[src/rtl/axis_pkg.sv]
// Shared definitions for the AXI-Stream receive skid slice.
//
// Contents:
//   AXIS_DEPTH  number of beats the slice can hold
//   AXIS_CNT_W  width of the occupancy counter
//   ST_*        occupancy-based state encoding (EMPTY / ONE / FULL)
//   next_count  occupancy update for one clock of push/pop activity
package axis_pkg;

    localparam int unsigned AXIS_DEPTH = 2;
    localparam int unsigned AXIS_CNT_W = 2;

    typedef logic [AXIS_CNT_W-1:0] axis_cnt_t;

    // The state of the slice is exactly its occupancy.
    localparam axis_cnt_t ST_EMPTY = 2'd0;
    localparam axis_cnt_t ST_ONE   = 2'd1;
    localparam axis_cnt_t ST_FULL  = 2'd2;

    // Push together with pop leaves the occupancy unchanged.
    function automatic axis_cnt_t next_count(input axis_cnt_t cnt,
                                             input logic      push,
                                             input logic      pop);
        axis_cnt_t res;
        res = cnt;
        unique case ({push, pop})
            2'b10:   res = axis_cnt_t'(cnt + 2'd1);
            2'b01:   res = axis_cnt_t'(cnt - 2'd1);
            default: res = cnt;
        endcase
        return res;
    endfunction

endpackage

[src/rtl/axis_skid_rx.sv]
// AXI-Stream receive slice with a registered s_axis_tready.
//
// Two-entry circular store: the upstream ready is computed from the
// next-state occupancy and registered, so the one beat that can still arrive
// after downstream back-pressure appears always has a free slot.
// Latency is one cycle; throughput is one beat per cycle while m_axis_tready=1.
//
// Ports:
//   clk            clock, rising edge
//   rstn           synchronous active-low reset
//   s_axis_t*      upstream slave stream (tvalid/tdata/tlast in, tready out)
//   m_axis_t*      downstream master stream (tvalid/tdata/tlast out, tready in)
//   occupancy      number of beats currently held (0..2)
module axis_skid_rx
    import axis_pkg::*;
#(
    parameter int unsigned C_AXIS_TDATA_WIDTH = 32
) (
    input  logic                          clk,
    input  logic                          rstn,
    input  logic                          s_axis_tvalid,
    input  logic [C_AXIS_TDATA_WIDTH-1:0] s_axis_tdata,
    input  logic                          s_axis_tlast,
    output logic                          s_axis_tready,
    output logic                          m_axis_tvalid,
    output logic [C_AXIS_TDATA_WIDTH-1:0] m_axis_tdata,
    output logic                          m_axis_tlast,
    input  logic                          m_axis_tready,
    output logic [1:0]                    occupancy
);

    axis_cnt_t count_q, count_d;
    logic      wp_q, wp_d;
    logic      rp_q, rp_d;
    logic      tready_q, tready_d;

    logic [C_AXIS_TDATA_WIDTH-1:0] mem_data_q [AXIS_DEPTH];
    logic                          mem_last_q [AXIS_DEPTH];

    logic push;
    logic pop;

    // The FULL guard only matters if an upstream ignores tready; such a beat
    // is dropped instead of overwriting the oldest entry.
    assign push = s_axis_tvalid & tready_q & (count_q != ST_FULL);
    assign pop  = (count_q != ST_EMPTY) & m_axis_tready;

    always_comb begin
        count_d  = next_count(count_q, push, pop);
        wp_d     = wp_q ^ push;
        rp_d     = rp_q ^ pop;
        // Registered ready looks one cycle ahead so a push accepted while the
        // consumer stalls still lands in the spare entry.
        tready_d = (count_d != ST_FULL);
    end

    always_ff @(posedge clk) begin
        if (!rstn) begin
            count_q  <= ST_EMPTY;
            wp_q     <= 1'b0;
            rp_q     <= 1'b0;
            tready_q <= 1'b0;
        end else begin
            count_q  <= count_d;
            wp_q     <= wp_d;
            rp_q     <= rp_d;
            tready_q <= tready_d;
        end
    end

    // Payload storage needs no reset; validity is carried by count_q.
    always_ff @(posedge clk) begin
        if (push) begin
            mem_data_q[wp_q] <= s_axis_tdata;
            mem_last_q[wp_q] <= s_axis_tlast;
        end
    end

    assign s_axis_tready = tready_q;
    assign m_axis_tvalid = (count_q != ST_EMPTY);
    assign m_axis_tdata  = mem_data_q[rp_q];
    assign m_axis_tlast  = mem_last_q[rp_q];
    assign occupancy     = count_q;

endmodule

[config.mk]
export PLATFORM = sky130hd
export DESIGN_NAME = axis_skid_rx
export DESIGN_NICKNAME = d
export VERILOG_FILES = /design/src/rtl/axis_pkg.sv /design/src/rtl/axis_skid_rx.sv
export SDC_FILE = /design/constraint.sdc
export NUM_CORES = 1
export LEC_CHECK = 0
export CAP_MARGIN = 15
export CORE_MARGIN = 1.5
export CORE_UTILIZATION = 45
export DETAILED_ROUTE_END_ITERATION = 12
export PLACE_DENSITY = 0.84
export SLEW_MARGIN = 0
export SYNTH_ARGS = -nofsm -noshare
export SYNTH_HDL_FRONTEND = slang
export SYNTH_SLANG_ARGS = --single-unit
[constraint.sdc]
create_clock -name clk -period 2.7 [get_ports clk]
set_input_delay 0.54 -clock clk [delete_from_list [all_inputs] [get_ports clk]]
set_output_delay 0.54 -clock clk [all_outputs]
set_load 0.02 [all_outputs]
## Word-level counts from Yosys, hierarchy flattened

Memory sizes are Yosys's and may differ from the RTL's. A register that Yosys moved wholly into a read port is not among the register bits.
Cells that the tools add are included.

| cells by class | value |
|---|---|
| add/subtract/negate cells | 2 |
| eq/ne operators | 4 |
| mux-type cells | 5 |
| bitwise logic cells | 5 |
| reduce and logical (&&, ||, !) cells | 1 |

Operators by type and width:

| cell | number |
|---|---|
| $mux 1 | 4 |
| $ne 2x2->1 const B | 2 |
| $pmux 2 s2 | 1 |
| $and 1x1->1 | 3 |
| $add 2x1->2 const B | 1 |
| $eq 2x1->1 const B | 1 |
| $eq 2x2->1 const B | 1 |
| $reduce_bool 2->1 | 1 |
| $sub 2x1->2 const B | 1 |
| $xor 1x1->1 | 2 |

| word-level totals | value |
|---|---|
| register bits after elaboration | 5 |
| bits in writable memories | 66 |
| input bits | 37 |
| output and inout bits | 37 |
| memories | 2 |

Memories:

| name | depth | width | read ports | clocked after memory_dff | wr ports | RTL line | RTL |
|---|---|---|---|---|---|---|---|
| mem_data_q | 2 | 32 | 1 | 1 | 1 | axis_skid_rx.sv:37 | `logic [C_AXIS_TDATA_WIDTH-1:0] mem_data_q [AXIS_DEPTH];` |
| mem_last_q | 2 | 1 | 1 | 1 | 1 | axis_skid_rx.sv:38 | `logic mem_last_q [AXIS_DEPTH];` |

## Longest topological paths before layout

Gate-level depths: netlist (run 1).

| logic depth | value |
|---|---|
| depth in word-level cells | 5 |
| depth in mapped cells | 6 |
| mapped depth without buffers | 6 |

## Worst setup path before layout (run 1)

OpenSTA, ideal clock, no wires.

| path | value |
|---|---|
| path type | flip-flop to flip-flop |
| from | register count_q[0], in the netlist occupancy[0] |
| to | memory mem_data_q[1][0] (enable) |
| arrival | 1.722 ns |
| slack | 0.585 ns |
| stages on the path, launching flop included | 5 |
| buffers on the path | 0 |
| cells stage by stage | dfxtp_1 -> nand2b_1 -> nand3_1 -> inv_1 -> ha_1 |

| on the way | value |
|---|---|
| cells in the longest elaborated chain, start to end | 4 |

Ends and longest elaborated chain:

| item | RTL line | RTL |
|---|---|---|
| start, declared | axis_skid_rx.sv:32 | `axis_cnt_t count_q, count_d;` |
| start signal, assigned | axis_skid_rx.sv:64 | `count_q <= count_d;` |
| $ne 2x2->1 | axis_skid_rx.sv:45 | `assign push = s_axis_tvalid & tready_q & (count_q != ST_FULL);` |
| $and 1x1->1 | axis_skid_rx.sv:45 |  |
| $mux 1 | axis_skid_rx.sv:73 | `if (push) begin` |
| $mux 1 (implied by the code) | axis_skid_rx.sv:74 | `mem_data_q[wp_q] <= s_axis_tdata;` |
| end, declared | axis_skid_rx.sv:37 |  |

Every way passes these cells.

==> impl_metrics.tcl, run 1 <==
set metrics [dict create \
    fmax_mhz 403 \
    die_h_um 79.9 \
    io_buffers 73 \
    p_leak_uw 0.00126 \
    grt_use_met2 0.273 \
    layout_worst_path_cycle_share 0.920 \
    io_pins 74 \
    drive_gt1_frac 0.0818 \
    clockBufferDepth 2 \
    cp_slowest_stage_delay_ns 0.57 \
    htreeDepth 3 \
    post-cts-setup-buffer-count 0 \
    swShare 0.286 \
    max_slew.worst_pin.slew_ns 0.358 \
    cts_buffers 9 \
    p_total_uw 3220 \
    path_cells "buf_4 > mux2_1 > clkdlybuf4s50_1" \
    yosysUniqueCellTypes 18 \
    grt_pass1_wl_um 7220 \
    worst_ir_drop_vdd_mv 0.531 \
    rows 27 \
    cts_tree "yes" \
    drv_slew 0 \
    grt_setup_unrepaired "no" \
    power.density_nw_per_um2 873 \
    antenna_cells 0 \
    use_met3 0.0366 \
    track_usage 0.160 \
    dr.pass1.iters 4 \
    clkSinkCount 72 \
    setup_violations 0 \
    finalHoldViolCount 0 \
    chipWidth_um 79.9 \
    seq_area_frac_synth 0.791 \
    whs_path_depth 2 \
    ctsResizeCount 0 \
    critPathCaptureType "primary output" \
    syn_avg_cell_area_um2 20.1 \
    syn-num-nets 172 \
    drc 0 \
    die-area_um2 6380 \
    final_core_util 0.658 \
    busiest_layer "met2" \
    layout.nets 256 \
    fin_skew_ns 0.00561 \
    status "finished, final reports clean" \
    first_iter_violations 73 \
    layout.cells.most_common_list "clkdlybuf4s50_1 (73), edfxtp_1 (66), mux2_1 (33), clkbuf_8 (9), dfxtp_1 (6)" \
    r2r_cells 5 \
    drt_wl_total_um 4800 \
    p_sw_uw 920 \
    internal_power_uw 2300 \
    syn_area_um2 2660 \
    clkPwrFrac 0.236 \
    core_area_um2 5610 \
    worstSetupPathType "flop to primary output" \
    r2r-end "mem_data_q[0][13]$_DFFE_PP_" \
    crit_path_start_kind "flop" \
    ant_nets 0 \
    min_period_ns 2.48 \
    holdBufCountCts 0 \
    final_area_um2 3690 \
    grt_pass1_vias 1464 \
    relSlewSlack 0.761 \
    routabilityCongestion 0.727 \
    p_comb_frac 0.325 \
    clock_latency_ns 0.33 \
    power_frac_seq 0.439 \
    min_from "rp_q$_SDFF_PN0_" \
    setup_tns_ns 0 \
    critPathArrivalTime_ns 1.94 \
    cp.required_ns 2.16 \
    antenna_found_initial 0 \
    clock-root-buffer "clkbuf_8" \
    hpwl_um 3280 \
    r2r_slack_ns 0.94 \
    syn_inst 132 \
    cap_violations 0 \
    grtUsageMet1 0.184 \
    slowest_stage "clkdlybuf4s50_1" \
    grt_overflow 0 \
    place_area_um2 3510 \
    vias 1414 \
    timing.rr.start "occupancy[0]$_SDFF_PN0_" \
    cp_max_fo 26 \
    mostFrequentLayoutCell "clkdlybuf4s50_1" \
    ys_ff_latch 72 \
    yosysWarnings 0 \
    hold_class "flop to flop" \
    initial_core_util 0.474 \
    area_delta_synth_final_pct 38.9 \
    wl_per_cell_um 16.5 \
    fill_cells 408 \
    grt_max_degree 29 \
    vias_per_cell 4.84 \
    clk_pin_slew_ns 0.06 \
]
-- sequential cells by signal (all words and copies together) (netlist names), named ones only --
signal         count
mem_data_q        64
s_axis_tready      1
occupancy          2
rp_q               1
wp_q               1
mem_last_q         2
-- worst max-delay path, delay by kind of cell, from the launching register on --
kind	cells	cell delay, ns
buf+inv	2	0.90
flops	1	0.33
mux	1	0.37
-- per-stage QoR --
stage	std cells	hold WS, ns	worst slack (ns)
finish	292	0.552	0.217
global route	292	0.595	0.130
CTS	292	0.547	0.172
detailed placement	277	0.532	0.509
global placement	277	0.522	0.574
floorplan	132	0.503	0.585
-- per-layer routing --
layer | part of all wire | up-vias
met5 | 0 | -
met4 | 0.012 | 0
met3 | 0.055 | 4
met2 | 0.51 | 51
met1 | 0.43 | 689
li1 | - | 670
-- cell type report --
cell class / count / area [µm²] / area share
timing repair buffer: 77 / 786 / 0.213
multi-input combinational: 53 / 526 / 0.142
sequential: 72 / 2100 / 0.569
clock buffer: 10 / 128 / 0.0346
clock inverter: 5 / 48.8 / 0.0132
tap: 72 / 90.1 / 0.0244
inverter: 3 / 11.3 / 0.00305
-- Yosys cell counts --
master / instances / share of area
edfxtp_1: 66 / 0.75
mux2_1: 33 / 0.14
dfxtp_1: 6 / 0.045
xnor2_1: 4 / 0.013
buf_2: 3 / 0.0056
ha_1: 3 / 0.014
inv_1: 3 / 0.0042
nor2b_1: 3 / 0.0071
o21ai_0: 2 / 0.0038
a21boi_1: 1 / 0.0028
a31oi_1: 1 / 0.0024
and2_1: 1 / 0.0024
clkbuf_1: 1 / 0.0014
nand2b_1: 1 / 0.0024
nand3_1: 1 / 0.0019
o21a_2: 1 / 0.0033
or2_1: 1 / 0.0024
or3_1: 1 / 0.0024
-- power groups by stage --
stage / logic (µW) / registers [µW] / clock network, µW
final: 1050 / 1410 / 761
after global routing: 1110 / 1430 / 825
after global placement: 1030 / 1430 / 0
after floorplan: 552 / 1450 / 0
after detailed placement: 1050 / 1440 / 0
after CTS: 1060 / 1410 / 781
-- worst max-delay path by stage --
stage               cells past startpoint                    start                         end
finish                                  3                     flop             m_axis_tdata[0]
floorplan                               4  occupancy[0]$_SDFF_PN0_  mem_data_q[1][0]$_DFFE_PP_
global route                            3                     flop            m_axis_tdata[25]
global placement                        3                     flop            m_axis_tdata[31]
CTS                                     3                     flop             m_axis_tdata[0]
detailed placement                      5            s_axis_tvalid  mem_data_q[0][7]$_DFFE_PP_
-- logic make-up after synthesis --
logic type      count (synthesis)  synth area share
flops                          72             0.791
mux                            33             0.140
simple gates                    8            0.0184
buf+inv                         7            0.0113
compound gates                  5            0.0122
xor+xnor                        4            0.0132
fa+ha+maj                       3            0.0141
(Power assumes the default switching activity.)
==> inputs of run 2 (changes only) <==
--- a/config.mk
+++ b/config.mk
@@ -10,6 +10,7 @@
 export CORE_UTILIZATION = 45
 export DETAILED_ROUTE_END_ITERATION = 12
 export PLACE_DENSITY = 0.84
+export SKIP_LAST_GASP = 1
 export SLEW_MARGIN = 0
 export SYNTH_ARGS = -nofsm -noshare
 export SYNTH_HDL_FRONTEND = slang
==> results of run 2 <==
The final DEF is identical to that of run 1; final timing and power are the same.
==> inputs of run 3 (changes only) <==
--- a/config.mk
+++ b/config.mk
@@ -9,7 +9,7 @@
 export CORE_MARGIN = 1.5
 export CORE_UTILIZATION = 45
 export DETAILED_ROUTE_END_ITERATION = 12
-export PLACE_DENSITY = 0.84
+export PLACE_DENSITY = 0.76
 export SKIP_LAST_GASP = 1
 export SLEW_MARGIN = 0
 export SYNTH_ARGS = -nofsm -noshare
==> run 3 against run 2 <==
Fmax grew 3.6%. Cell area rose by 1.9%. Combinational power about the same. Setup slack gained 0.085 ns. Sequential power hardly changed. Critical path type unchanged.
==> impl_metrics.tcl, run 3 (synthesis gave the netlist of run 1 again) <==
set metrics [dict create \
    fin_skew_ns 0.00378 \
    ant_nets 0 \
    hold_class "flop to flop" \
    grt_pass1_vias 1557 \
    drive_gt1_frac 0.0946 \
    cap_violations 0 \
    max_slew.worst_pin.slew_ns 0.269 \
    drt_wl_total_um 4600 \
    chipWidth_um 79.9 \
    place_area_um2 3500 \
    clkSinkCount 72 \
    cts_buffers 9 \
    wl_per_cell_um 15.7 \
    vias 1448 \
    cp.required_ns 2.16 \
    hold_slack_ns 0.556 \
    layout.nets 258 \
    grt_setup_unrepaired "no" \
    layout_worst_path_cycle_share 0.888 \
    track_usage 0.162 \
    final_area_um2 3760 \
    antenna_found_initial 0 \
    drv_slew 0 \
    core_area_um2 5610 \
    dr.pass1.iters 3 \
    hpwl_um 3200 \
    finalHoldViolCount 0 \
    clock_latency_ns 0.32 \
    grt_overflow 0 \
    setup_tns_ns 0 \
    r2r_slack_ns 1.03 \
    io_buffers 73 \
    vias_per_cell 4.93 \
    layout.cells.most_common_list "clkdlybuf4s50_1 (73), edfxtp_1 (66), mux2_1 (33), clkbuf_8 (9)" \
    first_iter_violations 36 \
    antenna_cells 0 \
    critPathArrivalTime_ns 1.86 \
    fmax_mhz 417 \
    die-area_um2 6380 \
    relSlewSlack 0.821 \
    cts_tree "yes" \
    grt_pass1_wl_um 7450 \
    critPathCaptureType "primary output" \
    ctsResizeCount 0 \
    status "finished, final reports clean" \
    crit_path_start_kind "flop" \
    clock-root-buffer "clkbuf_8" \
    htreeDepth 3 \
    power.density_nw_per_um2 932 \
    worstSetupPathType "flop to primary output" \
    clockBufferDepth 2 \
    drc 0 \
    mostFrequentLayoutCell "clkdlybuf4s50_1" \
    cp_max_fo 20 \
    routabilityCongestion 0.690 \
    initial_core_util 0.474 \
    clk_pin_slew_ns 0.07 \
    post-cts-setup-buffer-count 0 \
    rows 27 \
    p_leak_uw 0.00130 \
    min_period_ns 2.40 \
    largest_reg_flops 64 \
    setup_violations 0 \
    grt_max_degree 21 \
    holdBufCountCts 0 \
    die_h_um 79.9 \
    area_delta_synth_final_pct 41.5 \
    largest-register "mem_data_q" \
    io_pins 74 \
    worst_ir_drop_vdd_mv 0.570 \
    fill_cells 384 \
]
run 3: worst max-delay path: stages (launching register included):
cell	delay [ns]
dfxtp_1	0.33
buf_4	0.27
mux2_1	0.38
clkdlybuf4s50_1	0.54
run 3: final timing paths:
| kind | from | end | depth (start not counted) |
|---|---|---|---|
| setup reg to reg | occupancy[0]$_SDFF_PN0_ | occupancy[1]$_SDFF_PN0_ | 5 |
| setup / recovery | flop | m_axis_tdata[29] | 3 |
| hold reg to reg | rp_q$_SDFF_PN0_ | rp_q$_SDFF_PN0_ | 2 |
| hold / removal | rp_q$_SDFF_PN0_ | rp_q$_SDFF_PN0_ | 2 |
run 3: final cells by class:
cell class                      instances  area, µm²  area share
Clock buffer                            9        124      0.0329
Clock inverter                          6        133      0.0353
Inverter                                3       11.3     0.00299
Multi-Input combinational cell         53        526       0.140
Sequential cell                        72       2100       0.559
Tap cell                               72       90.1      0.0240
Timing Repair Buffer                   79        776       0.206
run 3: stage by stage:
stage	setup slack [ns]	cells	utilization	power (µW)
6_report	0.302	294	0.671	3510
5_1_grt	0.233	294	0.671	3670
4_1_cts	0.272	294	0.671	3550
3_5_place_dp	0.628	279	0.625	2470
3_3_place_gp	0.663	279	0.625	2440
2_1_floorplan	0.585	132	-	2000
run 3: report_power, final:
| part | internal, µW | total (µW) | switching (µW) |
|---|---|---|---|
| clock | 700 | 1070 | 366 |
| combinational | 515 | 1020 | 509 |
| sequential | 1360 | 1410 | 50.5 |
run 3: per-layer routing:
layer  track usage  vias to the layer above  wire (µm)
met2         0.276                       50       2390
met1         0.190                      713       1840
met3        0.0434                        8        297
met4        0.0776                        0         70
li1              -                      677          -
met5             0                        -          0
==> RTL edit, RTL diff (settings of run 2) <==
Set the package constant `AXIS_DEPTH` to 4 (it was 2).
--- a/src/rtl/axis_pkg.sv
+++ b/src/rtl/axis_pkg.sv
@@ -7,7 +7,7 @@
 //   next_count  occupancy update for one clock of push/pop activity
 package axis_pkg;
 
-    localparam int unsigned AXIS_DEPTH = 2;
+    localparam int unsigned AXIS_DEPTH = 4;
     localparam int unsigned AXIS_CNT_W = 2;
 
     typedef logic [AXIS_CNT_W-1:0] axis_cnt_t;
Behaviour: same outputs for any inputs over 10 cycles, from zero or initial values and one cycle with rstn low; that may be too few to reach the edited logic, so the function may still have changed.
==> RTL edit against run 2 <==
Sequential cell count stayed put. Core utilization grew 0.31 points. Synthesized area about the same. Final area increased by 0.47%. Final cell count up 0.34%. Largest cell class unchanged. Setup slack got worse by 0.021 ns. Sequential share of layout area decreased by 0.27 points. Power fell by 0.48%. Routed wire length shrank 4.0%. Clock power grew 12%.
==> RTL edit: results (changes against run 2) <==
run status finished, final reports clean; initial antenna violation count 0 (unchanged); Post-CTS Hold Fix Bufs 0 (unchanged); global routing usage on met3 0.0309 (-0.00571); Filler Cell Count 401 (-1.7%); top cells by count, synth 66 x edfxtp_1, 33 x mux2_2, 6 x dfxtp_1; Max transition margin 0.760 (-0.00119); Final Cell Area 3710 um^2 (+0.47%); Syn Nets 173 (+0.58%); synth top area cells edfxtp_1 75%, mux2_2 14%, dfxtp_1 4.5%; DR top layer met4; GR Layer Usage met2 0.249 (-0.0241); CP Data Arrival Time 1.96 ns (+0.02 ns); Clk pin slew, worst setup/hold paths 0.07 ns; routed length on met3 228 um (-13%); Routed WL 4.61 mm (-4.0%); vias 1441 (+1.9%); first-pass GRT wire length 7.04 mm (-2.5%); met1 usage 0.187 (+0.00321); Final nets 258 (+0.78%); clock skew 0.00660 ns (+0.000982 ns); dpl hpwl 3.03 mm (-7.5%); synthesized-area fraction occupied by adder cells 0.0141 (about the same); Worst-Skew Late Latency 0.33 ns (about the same); metal1 wirelength 1.91 mm (-7.1%); mean number of vias per cell 4.92 (+1.6%); dpl ws 0.555 ns (+0.0457 ns); largest net degree at the start of global routing 30 (+3.4%); layout cells sized above 1 0.235 (+0.153); met2 wire length 2.38 mm (-2.1%); Total GRT Usage 0.153 (-0.00701); fraction of synthesized area in multiplexers 0.140 (about the same); post-synthesis compound-gate area fraction 0.0169 (+0.00469); placed insts 279 (+0.72%); Max Fanout on Critical Path 29 (+12%); placed cell areas 3510 um^2 (-0.11%); sequential share of the synthesized area 0.790 (about the same); RD Place Congestion 0.725 (-0.27%); worst vdd ir 0.491 mV (-7.4%); syn_area_per_cell 20.0 um^2 (-0.66%); Final Hold Vio Count 0 (unchanged); Netlist cell types 19 (+1); XOR/XNOR share of the synthesized area 0.00659 (-0.00660); drt first-iter violations 88 (+21%); leakage power 0.00126 uW (about the same)
## RTL edit: critical path, stage by stage, from the launching register on
cell and delay (ns):
dfxtp_1 0.46, buf_12 0.23, mux2_2 0.39, clkdlybuf4s50_1 0.54
## RTL edit: report_power, final
part	leakage (uW)	internal, uW	switching (uW)
Combinational	0.000506	501	452
Clock	0.000102	503	349
Sequential	0.000654	1350	49.4
Total	0.00126	2360	850
## RTL edit: worst paths after layout
path                      from                to  slack [ns]  cells past startpoint
setup / recovery          flop  m_axis_tdata[29]        0.20                      3
hold / removal    occupancy[1]     s_axis_tready        0.55                      1
hold reg to reg   occupancy[1]     s_axis_tready        0.55                      1
setup reg to reg  occupancy[1]     s_axis_tready        1.03                      6
## RTL edit: area by class of cell
cell class              instances  share of cell area
repair buffers                 78               0.211
multi-input cells              53               0.141
clock buffers                   9              0.0334
well taps                      72              0.0243
flip-flops and latches         72               0.567
clock inverters                 5              0.0199
inverters                       4             0.00405
